<file path="src/rtl/client_if_pkg.sv">
// Shared encodings and helpers for the client read/write request interface.
package client_if_pkg;

  localparam logic [1:0] BURST_FIXED = 2'd0;
  localparam logic [1:0] BURST_INCR  = 2'd1;

  typedef enum logic [1:0] {
    ST_IDLE  = 2'd0,
    ST_READ  = 2'd1,
    ST_WRITE = 2'd2
  } state_t;

  localparam int MAX_BYTES = 128;

  // (1 << size) ones, placed at the lane aligned down to the access size.
  function automatic logic [MAX_BYTES-1:0] byte_mask(input logic [2:0] size, input logic [6:0] lane);
    logic [7:0]           nbytes;
    logic [6:0]           base;
    logic [MAX_BYTES-1:0] ones;
    nbytes = 8'd1 << size;
    base   = lane & ~(nbytes[6:0] - 7'd1);
    ones   = (nbytes == 8'd128) ? '1 : ((MAX_BYTES'(1) << nbytes) - MAX_BYTES'(1));
    return ones << base;
  endfunction

endpackage

</file>
<file path="src/rtl/client_rd_fifo2.sv">
// Two-entry synchronous FIFO with occupancy count; caller never pushes when full
// unless it pops in the same cycle.
module client_rd_fifo2 #(
  parameter int W = 32
) (
  input  logic         clk,
  input  logic         rstn,
  input  logic         push,
  input  logic [W-1:0] push_data,
  input  logic         pop,
  output logic [W-1:0] head,
  output logic [1:0]   count
);

  logic [W-1:0] entry0, entry1;
  logic         wr_ptr, rd_ptr;
  logic [1:0]   cnt;

  always_ff @(posedge clk or negedge rstn) begin
    if (!rstn) begin
      wr_ptr <= 1'b0;
      rd_ptr <= 1'b0;
      cnt    <= 2'd0;
    end else begin
      if (push) wr_ptr <= ~wr_ptr;
      if (pop)  rd_ptr <= ~rd_ptr;
      case ({push, pop})
        2'b10:   cnt <= cnt + 2'd1;
        2'b01:   cnt <= cnt - 2'd1;
        default: cnt <= cnt;
      endcase
    end
  end

  always_ff @(posedge clk) begin
    if (push) begin
      if (wr_ptr) entry1 <= push_data;
      else        entry0 <= push_data;
    end
  end

  assign head  = rd_ptr ? entry1 : entry0;
  assign count = cnt;

endmodule

</file>
<file path="src/rtl/client_mem_responder.sv">
// Responder end of the client read/write burst interface, backed by a single-port
// synchronous memory with 1-cycle read latency; one burst in flight at a time.
module client_mem_responder
  import client_if_pkg::*;
#(
  parameter int AXI_AWIDTH = 32,
  parameter int AXI_DWIDTH = 32,
  parameter int MEM_AWIDTH = 14
) (
  input  logic                    clk,
  input  logic                    rstn,
  input  logic                    read_request_valid,
  output logic                    read_request_ready,
  input  logic [AXI_AWIDTH-1:0]   read_addr,
  input  logic [31:0]             read_len,
  input  logic [2:0]              read_size,
  input  logic [1:0]              read_burst,
  output logic [AXI_DWIDTH-1:0]   read_data,
  output logic                    read_data_valid,
  input  logic                    read_data_ready,
  input  logic                    write_request_valid,
  output logic                    write_request_ready,
  input  logic [AXI_AWIDTH-1:0]   write_addr,
  input  logic [31:0]             write_len,
  input  logic [2:0]              write_size,
  input  logic [1:0]              write_burst,
  input  logic [AXI_DWIDTH-1:0]   write_data,
  input  logic                    write_data_valid,
  output logic                    write_data_ready,
  output logic                    mem_en,
  output logic [AXI_DWIDTH/8-1:0] mem_we,
  output logic [MEM_AWIDTH-1:0]   mem_addr,
  output logic [AXI_DWIDTH-1:0]   mem_din,
  input  logic [AXI_DWIDTH-1:0]   mem_dout
);

  localparam int NB  = AXI_DWIDTH / 8;
  localparam int OFF = $clog2(NB);

  function automatic logic [2:0] clamp_size(input logic [2:0] s);
    return (int'(s) > OFF) ? 3'(OFF) : s;
  endfunction

  state_t                  state, state_nxt;
  logic                    last_read_q;
  logic [AXI_AWIDTH-1:0]   addr_q, addr_step;
  logic [2:0]              size_q;
  logic                    incr_q;
  logic [31:0]             rem_q, pop_rem_q;
  logic                    issue_done_q, inflight_q;

  logic                    grant_read, grant_write, idle;
  logic                    rd_hs, wr_hs, rd_issue, rd_pop, wr_beat;
  logic                    fifo_push, fifo_pop, fifo_empty;
  logic [1:0]              fifo_cnt, occ;
  logic [AXI_DWIDTH-1:0]   fifo_head;
  logic [6:0]              lane;

  // Ties alternate; last_read_q resets low so the first tie goes to read.
  assign grant_read  = read_request_valid && (!write_request_valid || !last_read_q);
  assign grant_write = write_request_valid && !grant_read;
  assign idle        = (state == ST_IDLE);

  assign read_request_ready  = rstn && idle && grant_read;
  assign write_request_ready = rstn && idle && grant_write;
  assign rd_hs = read_request_valid && read_request_ready;
  assign wr_hs = write_request_valid && write_request_ready;

  assign addr_step = incr_q ? addr_q + (AXI_AWIDTH'(1) << size_q) : addr_q;
  assign mem_addr  = addr_q[MEM_AWIDTH+OFF-1:OFF];
  assign lane      = 7'(addr_q & AXI_AWIDTH'(NB - 1));

  // Issue only while the FIFO can absorb every outstanding word.
  assign occ        = fifo_cnt + {1'b0, inflight_q};
  assign rd_issue   = (state == ST_READ) && !issue_done_q && (occ < 2'd2);
  assign fifo_empty = (fifo_cnt == 2'd0);

  // With the FIFO empty the returning word is presented straight from memory,
  // which gives first data two cycles after the handshake and 1 beat/cycle.
  assign read_data_valid = !fifo_empty || inflight_q;
  assign read_data       = fifo_empty ? mem_dout : fifo_head;
  assign rd_pop          = read_data_valid && read_data_ready;
  assign fifo_pop        = rd_pop && !fifo_empty;
  assign fifo_push       = inflight_q && !(fifo_empty && read_data_ready);

  assign write_data_ready = (state == ST_WRITE);
  assign wr_beat          = (state == ST_WRITE) && write_data_valid;

  assign mem_en  = rd_issue || wr_beat;
  assign mem_we  = wr_beat ? NB'(byte_mask(size_q, lane)) : '0;
  assign mem_din = write_data;

  client_rd_fifo2 #(.W(AXI_DWIDTH)) u_rd_fifo (
    .clk       (clk),
    .rstn      (rstn),
    .push      (fifo_push),
    .push_data (mem_dout),
    .pop       (fifo_pop),
    .head      (fifo_head),
    .count     (fifo_cnt)
  );

  always_ff @(posedge clk or negedge rstn) begin
    if (!rstn) state <= ST_IDLE;
    else       state <= state_nxt;
  end

  always_comb begin
    state_nxt = state;
    case (state)
      ST_IDLE: begin
        if (rd_hs)      state_nxt = ST_READ;
        else if (wr_hs) state_nxt = ST_WRITE;
      end
      ST_READ:  if (rd_pop && pop_rem_q == 32'd0) state_nxt = ST_IDLE;
      ST_WRITE: if (wr_beat && rem_q == 32'd0)    state_nxt = ST_IDLE;
      default:  state_nxt = ST_IDLE;
    endcase
  end

  always_ff @(posedge clk or negedge rstn) begin
    if (!rstn) begin
      last_read_q  <= 1'b0;
      addr_q       <= '0;
      size_q       <= 3'd0;
      incr_q       <= 1'b0;
      rem_q        <= 32'd0;
      pop_rem_q    <= 32'd0;
      issue_done_q <= 1'b0;
      inflight_q   <= 1'b0;
    end else begin
      inflight_q <= rd_issue;
      if (rd_hs) begin
        addr_q       <= read_addr;
        size_q       <= clamp_size(read_size);
        incr_q       <= (read_burst != BURST_FIXED);
        rem_q        <= read_len;
        pop_rem_q    <= read_len;
        issue_done_q <= 1'b0;
        last_read_q  <= 1'b1;
      end else if (wr_hs) begin
        addr_q       <= write_addr;
        size_q       <= clamp_size(write_size);
        incr_q       <= (write_burst != BURST_FIXED);
        rem_q        <= write_len;
        issue_done_q <= 1'b0;
        last_read_q  <= 1'b0;
      end
      if (rd_issue) begin
        addr_q <= addr_step;
        if (rem_q == 32'd0) issue_done_q <= 1'b1;
        else                rem_q        <= rem_q - 32'd1;
      end
      if (wr_beat) begin
        addr_q <= addr_step;
        rem_q  <= rem_q - 32'd1;
      end
      if (rd_pop) pop_rem_q <= pop_rem_q - 32'd1;
    end
  end

endmodule

</file>
<file path="config.mk">
export PLATFORM = sky130hd
export DESIGN_NAME = client_mem_responder
export DESIGN_NICKNAME = d
export VERILOG_FILES = /design/src/rtl/client_if_pkg.sv /design/src/rtl/client_rd_fifo2.sv /design/src/rtl/client_mem_responder.sv
export SDC_FILE = /design/constraint.sdc
export NUM_CORES = 1
export LEC_CHECK = 0
export ABC_AREA = 1
export CORE_MARGIN = 1
export CORE_UTILIZATION = 45
export CTS_BUF_LIST = sky130_fd_sc_hd__clkbuf_4
export CTS_CLUSTER_SIZE = 40
export DETAILED_ROUTE_END_ITERATION = 8
export PLACE_DENSITY_LB_ADDON = 0.2
export SLEW_MARGIN = 10
export SYNTH_ARGS = -nofsm -noshare
export SYNTH_HDL_FRONTEND = slang
export SYNTH_HIERARCHICAL = 1
export SYNTH_SLANG_ARGS = --single-unit
</file>
<file path="constraint.sdc">
create_clock -name clk -period 2.8 [get_ports clk]
set_input_delay 0.56 -clock clk [delete_from_list [all_inputs] [get_ports clk]]
set_output_delay 0.56 -clock clk [all_outputs]
set_load 0.05 [all_outputs]
</file>
* Word level (Yosys, flattened, before mapping)
Index checks and enable logic that the tools add are counted.
Cells by class: bitwise gates (word level) 4, $lt $le $gt $ge 3, add/sub/neg operators 8, $mul 0, equality and inequality tests 8, reductions and logical operators 38, multiplexer cells 34, shifts and indexed selects 4, divide/modulo/power cells 0
Operator list (number):
- 32-bit 2-to-1 mux | 14
- 128-bit 2-to-1 mux | 1
- 1-bit by 8-bit << shifter with 128-bit output, first input constant | 1
- 128-bit by 7-bit << shifter with 4-bit output | 1
- 128-bit by 1-bit subtractor with 128-bit output, second input constant | 1
- 32-bit logical NOT | 2
- 32-bit by 1-bit subtractor with 32-bit output, second input constant | 2
- 32-bit adder | 1
- 1-bit by 3-bit << shifter with 32-bit output, first input constant | 1
- 1-bit logical AND | 16
- 3-bit 2-to-1 mux | 4
- 2-bit nonzero test | 5
- 8-bit == test, second input constant | 1
- 1-bit 2-to-1 mux | 8
- 2-bit 2-to-1 mux | 4
- 1-bit by 3-bit << shifter with 8-bit output, first input constant | 1
- 2-bit by 7-bit bitwise AND with 7-bit output | 1
- 7-bit inverter | 1
- 7-bit by 1-bit subtractor with 7-bit output, second input constant | 1
- 3-bit by 2-bit > comparator with 1-bit output, second input constant | 2
- 1-bit logical NOT | 6
- 2-bit case mux with 3 select lines | 1
- 2-bit by 1-bit == test with 1-bit output, second input constant | 2
- 2-bit == test, second input constant | 2
- 14 further kinds | 20
Storage, ports and cells: bits in registers 173, bits in writable memories 0, bits in read-only memories 0, bits in latches 0, word-level logic and storage cells 113, input port bits 208, output and inout bits 87, memories 0

* Longest topological paths before layout
Gate-level depths: netlist of the first run.
depth in word-level cells 12, depth in mapped cells 15, depth with buffers taken out 15

* Cells and area by module
Netlist of the first run, hierarchy kept.
Modules (own cells, without submodules):
- client_mem_responder | instances 1, sequential area each 2227.1 um^2, area each 7810.0 um^2, cells an instance 1236
- client_rd_fifo2 | instances 1, sequential area each 2021.9 um^2, area each 2693.8 um^2, cells an instance 189

* Least setup slack after synthesis of the first run
No wires, ideal clock.
path kind register -> output, start reg state[0], end out mem_we[2], slack -528 ps, data arrival time 2768 ps, path buffers 1, cell stages (with the launch flop) 5, required time 2240 ps, cells stage by stage dfrtp_1 > nor2_1 > nand2_1 > buf_2 > a311oi_1
On the way: longest elaborated chain between the ends 3
RTL lines:
- from (decl) | RTL line client_mem_responder.sv:44 | state_t state, state_nxt;
- from (signal assigned) | RTL line client_mem_responder.sv:105 | else state <= state_nxt;
- 2-bit == test
- via write_data_ready | RTL line client_mem_responder.sv:29 | output logic write_data_ready,
- 1-bit logical AND | RTL line client_mem_responder.sv:87 | assign wr_beat = (state == ST_WRITE) && write_data_valid;
- 4-bit 2-to-1 mux | RTL line client_mem_responder.sv:90 | assign mem_we = wr_beat ? NB'(byte_mask(size_q, lane)) : '0;
- to (decl) | RTL line client_mem_responder.sv:31 | output logic [AXI_DWIDTH/8-1:0] mem_we,
The timed path passes the listed nets, and every way through them passes these cells.

* Worst setup path after layout of the first run
start in read_request_valid, end out read_request_ready
On the way: longest elaborated chain between the ends 2
RTL lines:
- from (decl) | RTL line client_mem_responder.sv:12 | input logic read_request_valid,
- 1-bit logical AND | RTL line client_mem_responder.sv:60 | assign grant_read = read_request_valid && (!write_request_valid || !last_read_q);
- 1-bit logical AND | RTL line client_mem_responder.sv:64 | assign read_request_ready = rstn && idle && grant_read;
- to (decl) | RTL line client_mem_responder.sv:13 | output logic read_request_ready,
No other way between the ends.

==> summary.txt, run 1 <==
Max VDD drop - 458 uV
Global route overflow - 0
Die width - 155 um
GR peak layer - met2
Final Setup Violations - 0
DR vias/cell - 5.12
Worst Setup Start Kind - input pin
Max Slew Vio Count - 0
Switching Share - 52.9%
Cell Pwr Density - 1110 nW/um^2
EDFF count, synth - 64
Flop pwr share - 27.6%
Least-Margin Pin Slew - 0.799 ns
DP HPWL - 22000 um
CTS Sinks - 157
Slowest stage delay, CP - 0.46 ns
TNS Setup - 0 ns
Antenna violations before repair - 1
CORE AREA - 22800 um^2
F_max - 378 MHz
Unrepaired setup endpoints after global routing - no
Critical Path Fanout Max - 11
Tcrit/Tclk final - 94.5%
Largest net degree at the start of global routing - 60
Worst Path Buf+Inv - 4
GRT met1 Usage - 33.8%
Dpl cell area - 12500 um^2
FF+latch count, synth - 157
Gpl congestion - 0.923
Starting Density - 46.1%
Clock Skew - 0.0310 ns
Post-synthesis sequential area ratio - 40.5%
Async SR Flop Fraction - 59.2%
WL/cell - 15.2 um
Slowest CP cell - clkdlybuf4s50_1
Via count - 9788
Share of cells above drive strength 1 - 12.4%
Buffers on Ports - 198
Nets - 1805
First-pass GRT wire length - 47200 um
Yosys Warn Count - 6
Antenna viol nets, final - 0
DRC viols - 0
Internal - 0.00677 W
Hold Crit Class - input pin to async pin
Tot GR Track Use - 25.2%
Iter 0 DRT Violations - 706
TritonCTS clock tree - built
Ys flop type - dfrtp_1
Finished Cell Area - 12900 um^2
Combinational share of power - 61.2%
Slew headroom - 46.7%
Cell variety after synth - 47
Initial DRT Pass Iterations - 5
Area Growth Syn to Fin - 23.2%
Maxcap violations - 0
Clock share of power - 11.2%
Clock transition at path regs - 0.17 ns
Family with the most delay on the worst path - buffers and inverters
Pleak - 5.92 nW
Deepest clock path buffer count - 2
Die Y - 155 um
Total wire length - 29100 um
Worst skew pair latency - 0.59 ns
Critical-path cell list - clkdlybuf4s50_1 -> a21boi_1 -> nand2_1 -> inv_2 -> buf_4 -> buf_12
Critical Path AT - 2.09 ns
H-tree levels - 4
Period minus WS final - 2.65 ns
Synth Instances - 1425
Vias in the first global route - 9152
Global-route track usage on met3 - 4.20%
Net Switching - 0.00760 W
Root buffer cell - clkbuf_4
TritonCTS Buffers - 17
Syn Nets - 1647
Final Hold Viols - 0
Die ar. - 24000 um^2
Crit end category - primary output
Post-Syn Area - 10500 um^2
I/O Pins - 295
Syn avg cell area - 7.37 um^2
Required @ worst endpoint - 2.24 ns
Rows - 55
GR Util met2 - 42.0%
Status - complete, no violations
Setup CP Type - input pin to primary output
path summary, 6_finish.rpt:
kind,depth (start not counted),from,to,slack [ns]
max,6,read_request_valid,read_request_ready,0.15
min,2,rstn,addr_q[4],0.03
max reg2reg,12,size_q[0],addr_q[13],0.44
min reg2reg,2,last_read_q,last_read_q,0.51
max in group asynchronous,3,rstn,u_rd_fifo/rd_ptr,1.48
min in group clk,2,last_read_q,last_read_q,0.51
metal layers:
layer,vias up,part of all wire (%)
met5,-,0
met4,0,1.7
met3,30,5.7
met2,342,48
met1,4525,45
li1,4891,-
power by group through the flow:
stage	combinational, W	sequential [W]	clock [W]
3_3_place_gp	0.00860	0.00398	0
2_1_floorplan	0.00676	0.00376	0
5_1_grt	0.00973	0.00408	0.00175
3_5_place_dp	0.00872	0.00399	0
4_1_cts	0.00879	0.00394	0.00165
6_report	0.00880	0.00396	0.00161
cells in the final DEF (no fill, tap or decap), types with 18 or more instances in the layout:
cell,Yosys,routed
a21oi_1,52,52
buf_4,49,64
clkdlybuf4s50_1,0,157
dfrtp_1,93,90
edfxtp_1,64,64
inv_1,142,141
nand2_1,491,491
nand3_1,72,72
nand4_1,18,18
nor2_1,132,128
nor3_1,22,22
o21ai_0,48,48
o21ai_2,46,46
xor2_1,32,32
area by class of cell:
| type | instances | area (um^2) |
|---|---|---|
| Inverter | 147 | 552 |
| Fill cell | 2137 | 9840 |
| Tap cell | 313 | 392 |
| Antenna cell | 2 | 5.00 |
| Multi-Input combinational cell | 1028 | 5110 |
| Timing Repair Buffer | 232 | 2280 |
| Clock inverter | 15 | 216 |
| Clock buffer | 17 | 128 |
| Sequential cell | 157 | 4260 |
worst reg2reg max path, cell delays in order, from the launching register on:
cell and delay [ns]:
dfrtp_1 0.53, inv_1 0.16, nor3_1 0.31, ha_1 0.33, nand2_1 0.13, inv_1 0.05
a21oi_1 0.16, nand3_1 0.21, nand2_1 0.11, nand2_1 0.05, nand2_1 0.05, nand2_1 0.05
a21oi_1 0.14
state kept, by name, summed over array words and instances (netlist names), 2 cells and up:
signal / count
state: 2
rem_q: 32
u_rd_fifo/entry1: 32
u_rd_fifo/count: 2
addr_q: 16
size_q: 3
u_rd_fifo/entry0: 32
pop_rem_q: 32
cell families (layout without fill, tap and decap cells):
logic type / Yosys count / count (layout) / synth area share [%]
flip-flops: 157 / 157 / 40.5
buffers and inverters: 240 / 411 / 11.3
other: 0 / 2 / 0
AND/OR/NAND/NOR: 780 / 780 / 31.1
adder cells (fa/ha/maj): 14 / 14 / 1.67
AO/OA/AOI/OAI: 190 / 190 / 11.8
XOR/XNOR: 44 / 44 / 3.67
metrics by stage:
stage | worst slack, ns | utilization (%) | hold WS (ns) | std cells | power (W)
2_1_floorplan | 0.210 | - | 0.264 | 1425 | 0.0105
3_3_place_gp | 0.171 | 54.9 | 0.465 | 1872 | 0.0126
3_5_place_dp | 0.144 | 54.9 | 0.477 | 1872 | 0.0127
4_1_cts | 0.0508 | 56.6 | 0.0212 | 1908 | 0.0144
5_1_grt | 0.0159 | 56.8 | 0.00572 | 1911 | 0.0156
6_report | 0.153 | 56.8 | 0.0348 | 1911 | 0.0144
cells in the mapped netlist (2+ instances only):
cell type	n	area [um^2]
a211oi_1	2	15.0
o21bai_1	2	15.0
and2_1	3	18.8
dfrtp_1	93	2330
nand2_1	491	1840
nor2_1	132	495
inv_1	142	533
buf_4	49	368
o221ai_1	10	87.6
nand2_2	2	12.5
a31oi_1	4	25.0
xor2_1	32	280
o21ai_2	46	403
o211ai_1	14	105
o22ai_1	3	18.8
nor3_2	3	30.0
or2_2	5	31.3
buf_2	22	110
ha_1	14	175
buf_6	10	113
nand3b_1	4	30.0
edfxtp_1	64	1920
o21ai_1	2	10.0
nor2_2	10	62.6
nor3_1	22	110
a22oi_1	2	15.0
nand3_1	72	360
o21ai_0	48	240
nor4_1	6	37.5
inv_2	4	15.0
nor2_4	5	56.3
xnor2_1	12	105
clkbuf_1	12	45.0
nand4_1	18	113
nor3b_1	2	15.0
a21oi_1	52	260
repair_timing:
item	in CTS	in global routing
hold buffers	0	0
resized for setup	5	6
setup endpoints to repair	3	3
pin swaps	2	2
setup buffers	4	1
(Power assumes the default switching activity.)
==> run 2: changes to the inputs <==
Settings changed: SETUP_SLACK_MARGIN set to 0.2.
==> summary.txt, run 2 (synthesis gave the netlist of run 1 again) <==
Critical-path cell list - nor2_4 -> inv_2 -> nor2_4 -> ha_4 -> a211oi_2 -> a311oi_2 -> clkbuf_16
FF-to-FF Start - u_rd_fifo/count[1]
Setup CP Type - register to primary output
Die Y - 155 um
Area Growth Syn to Fin - 24.5%
Crit path top cell by count - nor2_4
Required @ worst endpoint - 2.24 ns
Footprint of the multi-input gates - 5140 um^2
TritonCTS clock tree - built
Maxcap violations - 0
I/O Pins - 295
Final Hold Viols - 0
Die width - 155 um
Clock transition at path regs - 0.17 ns
Final std cells w/o fill - 1924
TNS Setup - 0 ns
Root buffer cell - clkbuf_4
Crit path launch - size_q[1]
Register-to-register setup slack - 0.53 ns
CORE AREA - 22800 um^2
Critical Path AT - 2.05 ns
Antenna viol nets, final - 0
Most common cell after layout, fill and taps aside - nand2_1
Tot GR Track Use - 25.3%
Via count - 9844
Period minus WS final - 2.61 ns
DP HPWL - 22000 um
Starting Density - 46.1%
Total wire length - 29300 um
Most frequent cells in the layout - nand2_1, clkdlybuf4s50_1, inv_1
Slew headroom - 46.4%
Critical Path Fanout Max - 3
Global route overflow - 0
R2R depth - 8
TritonCTS Buffers - 17
Hold Crit Class - input pin to async pin
Iter 0 DRT Violations - 662
Total Power - 0.0146 W
Placed Cells - 1872
Final Setup Violations - 0
Share of cells above drive strength 1 - 13.6%
Final worst slack - 0.187 ns
DR vias/cell - 5.12
Buffers on Ports - 198
Max Slew Vio Count - 0
Crit end category - primary output
Worst skew pair latency - 0.58 ns
Max VDD drop - 458 uV
Slowest CP cell - dfrtp_2
Worst Setup Start Kind - register
First-pass GRT wire length - 47400 um
Tcrit/Tclk final - 93.3%
F_max - 383 MHz
Vias in the first global route - 9192
CP endpoint - mem_we[2]
Status - complete, no violations
Die ar. - 24000 um^2
Gpl congestion - 0.923
Deepest clock path buffer count - 2
Largest net degree at the start of global routing - 60
Rows - 55
Least-Margin Pin Slew - 0.804 ns
Initial DRT Pass Iterations - 5
Slowest stage delay, CP - 0.46 ns
Reg area - 4260 um^2
Clock Skew - 0.0304 ns
Dpl ws - 0.144 ns
WL/cell - 15.2 um
H-tree levels - 4
Unrepaired setup endpoints after global routing - yes
FF-to-FF End - pop_rem_q[19]
CTS Sinks - 157
FILL cells - 2134
Pleak - 6.00 nW
DRC viols - 0
Antenna violations before repair - 1
Cell Pwr Density - 1120 nW/um^2
Nets - 1818
## run 2: cell count changes in the layout (fill, tap and decap cells not counted), moves of 2 or more
cell             previous run  this run
clkdlybuf4s50_1           157       154
buf_4                      64        76
nand2_1                   491       489
nor2_2                     12        14
nor2_1                    128       126
dlymetal6s2s_1              0         2
## run 2: final cells by class
class	count	share of cell area, %
Timing Repair Buffer	245	18.2
Multi-Input combinational cell	1028	39.3
Antenna cell	2	0.0383
Clock inverter	15	1.65
Sequential cell	157	32.5
Inverter	147	4.29
Tap cell	313	2.99
Clock buffer	17	0.976
## run 2: what timing repair did
action                                  in CTS  in global routing
pin swaps                                    4                  4
setup buffers                                9                  9
endpoints found under the setup margin      32                 24
hold buffers                                 0                  0
gates resized for setup                     14                 14
## run 2: worst min path at each step
stage                  end        start  depth (start not counted)
2_1_floorplan    addr_q[0]         rstn                          0
3_3_place_gp   last_read_q  last_read_q                          2
3_5_place_dp   last_read_q  last_read_q                          2
4_1_cts          addr_q[7]         rstn                          2
5_1_grt          addr_q[7]         rstn                          2
6_report         addr_q[0]         rstn                          2
## run 2: metrics by stage
stage / cell area (um^2) / hold WS (ns) / util (%)
after floorplan: 10500 / 0.264 / -
after global placement: 12500 / 0.465 / 54.9
after detailed placement: 12500 / 0.477 / 54.9
after CTS: 13000 / 0.0212 / 56.9
after global routing: 13100 / 0.0172 / 57.4
final: 13100 / 0.0359 / 57.4
## run 2: worst max-delay path, delay by kind of cell, from the launching register on
| kind | cells | cell delay [ns] |
|---|---|---|
| compound gates | 2 | 0.33 |
| fa+ha+maj | 1 | 0.16 |
| buf+inv | 2 | 0.28 |
| flops | 1 | 0.46 |
| simple gates | 2 | 0.24 |
## run 2: layer usage
metal | global-route usage, % | routed length (um)
met3 | 4.20 | 1660
met5 | 0 | 0
met4 | 6.74 | 514
met1 | 33.9 | 13100
met2 | 42.2 | 14000
## run 2: where the power goes
part / total [W] / internal [W] / switching [W]
Sequential: 0.00394 / 0.00320 / 0.000741
Clock: 0.00161 / 0.000601 / 0.00101
Combinational: 0.00904 / 0.00312 / 0.00592
Total: 0.0146 / 0.00693 / 0.00767
==> run 3: changes to the inputs <==
Settings changed: SETUP_SLACK_MARGIN 0.2 to 0.4, SLEW_MARGIN 10 to not set.
==> summary.txt, run 3 (synthesis gave the netlist of run 1 again) <==
Status - complete, no violations
Vias in the first global route - 9517
Final Setup Violations - 0
Setup CP Type - register to primary output
Global route overflow - 0
Via count - 10100
Most common cell after layout, fill and taps aside - nand2_1
First-pass GRT wire length - 49000 um
Hold Crit Class - input pin to async pin
Family with the most delay on the worst path - flip-flops
Rows - 55
Final Hold Viols - 0
Gpl congestion - 0.898
Die width - 155 um
WL/cell - 16.3 um
F_max - 383 MHz
Area Growth Syn to Fin - 31.5%
Initial DRT Pass Iterations - 5
Dpl ws - 0.0578 ns
Die Y - 155 um
Slowest stage delay, CP - 0.47 ns
Critical Path AT - 2.05 ns
Clock Skew - 0.0264 ns
I/O Pins - 295
CORE AREA - 22800 um^2
Finished Cell Area - 13800 um^2
Total wire length - 31700 um
Antenna violations before repair - 2
Largest net degree at the start of global routing - 61
Max VDD drop - 537 uV
Clock transition at path regs - 0.17 ns
Required @ worst endpoint - 2.24 ns
Maxcap violations - 0
Hold-fix buffer count after cts - 0
Period minus WS final - 2.61 ns
CTS Sinks - 157
Root buffer cell - clkbuf_4
Worst Setup Start Kind - register
Tcrit/Tclk final - 93.2%
Critical-path cell list - nor2_4 -> inv_2 -> nor2_4 -> ha_4 -> a211oi_2 -> a311oi_2 -> buf_12
Unrepaired setup endpoints after global routing - yes
Total Power - 0.0159 W
Antenna viol nets, final - 0
Crit end category - primary output
Slowest CP cell - dfrtp_2
Max Slew Vio Count - 0
Starting Density - 46.1%
TritonCTS Buffers - 17
Final worst slack - 0.192 ns
Nets - 1836
DP HPWL - 22300 um
Final core area utilization - 60.7%
H-tree levels - 4
TritonCTS clock tree - built
Critical Path Fanout Max - 3
Crit path top cell by count - nor2_4
Worst skew pair latency - 0.60 ns
Die ar. - 24000 um^2
Share of cells above drive strength 1 - 18.3%
Cell Pwr Density - 1150 nW/um^2
Buffers on Ports - 198
DR vias/cell - 5.21
Pleak - 6.33 nW
Deepest clock path buffer count - 2
Worst Path Buf+Inv - 2
Tot GR Track Use - 26.1%
TNS Setup - 0 ns
DRC viols - 0
Iter 0 DRT Violations - 702
Slew headroom - 45.5%
Least-Margin Pin Slew - 0.818 ns
Dpl cell area - 12500 um^2
Most frequent cells in the layout - nand2_1, clkdlybuf4s50_1, inv_1
==> run 3: cell count changes in the layout (fill, tap and decap cells not counted), sizes merged <==
| cell | before | now |
|---|---|---|
| buf | 87 | 101 |
| clkinv | 6 | 8 |
| clkinvlp | 1 | 0 |
| inv | 153 | 154 |
| clkdlybuf4s50 | 154 | 142 |
| dlymetal6s2s | 2 | 0 |
| dlygate4sd2 | 1 | 14 |
| bufinv | 2 | 0 |
| clkbuf | 18 | 23 |
==> run 3: final cells by class <==
type                    count  area, um^2
well taps                 313         392
inverters                 147         559
repair buffers            263        2890
fillers                  2037        8960
diodes                      2        5.00
clock inverters            15         204
multi-input cells        1028        5380
clock buffers              17         128
flip-flops and latches    157        4260
==> run 3: power by group <==
group	internal (W)	switching, W	total (W)
combinational	0.00392	0.00638	0.0103
sequential	0.00320	0.000802	0.00401
clock	0.000451	0.00109	0.00154
==> run 3: per-layer routing <==
layer / wire length [um] / track usage [%] / vias to the layer above
met4: 743 / 9.34 / 0
met2: 15500 / 43.7 / 371
met3: 1880 / 3.67 / 52
met5: 0 / 0 / -
met1: 13600 / 34.5 / 4756
li1: - / - / 4945
==> run 3: path summary, 6_finish.rpt <==
check                                 start          endpoint  slack [ns]  cells past startpoint
max                               size_q[1]         mem_we[2]        0.19                      7
min                                    rstn         addr_q[8]        0.02                      2
max reg2reg                       size_q[2]         addr_q[5]        0.51                     13
min reg2reg                u_rd_fifo/wr_ptr  u_rd_fifo/wr_ptr        0.54                      1
max in group asynchronous              rstn  u_rd_fifo/rd_ptr        1.51                      3
min in group clk           u_rd_fifo/wr_ptr  u_rd_fifo/wr_ptr        0.54                      1
==> run 3: stage by stage <==
| stage | std cells | hold WS, ns |
|---|---|---|
| after global placement | 1867 | 0.469 |
| after CTS | 1924 | 0.0281 |
| after detailed placement | 1867 | 0.478 |
| final | 1942 | 0.0227 |
| after global routing | 1942 | 0.0306 |
| after floorplan | 1425 | 0.264 |
==> run 3: repair_timing <==
item,in CTS,in global routing
pin swaps,10,67
endpoints found under the setup margin,54,50
cloned,1,6
resized for setup,66,126
setup buffers,24,10
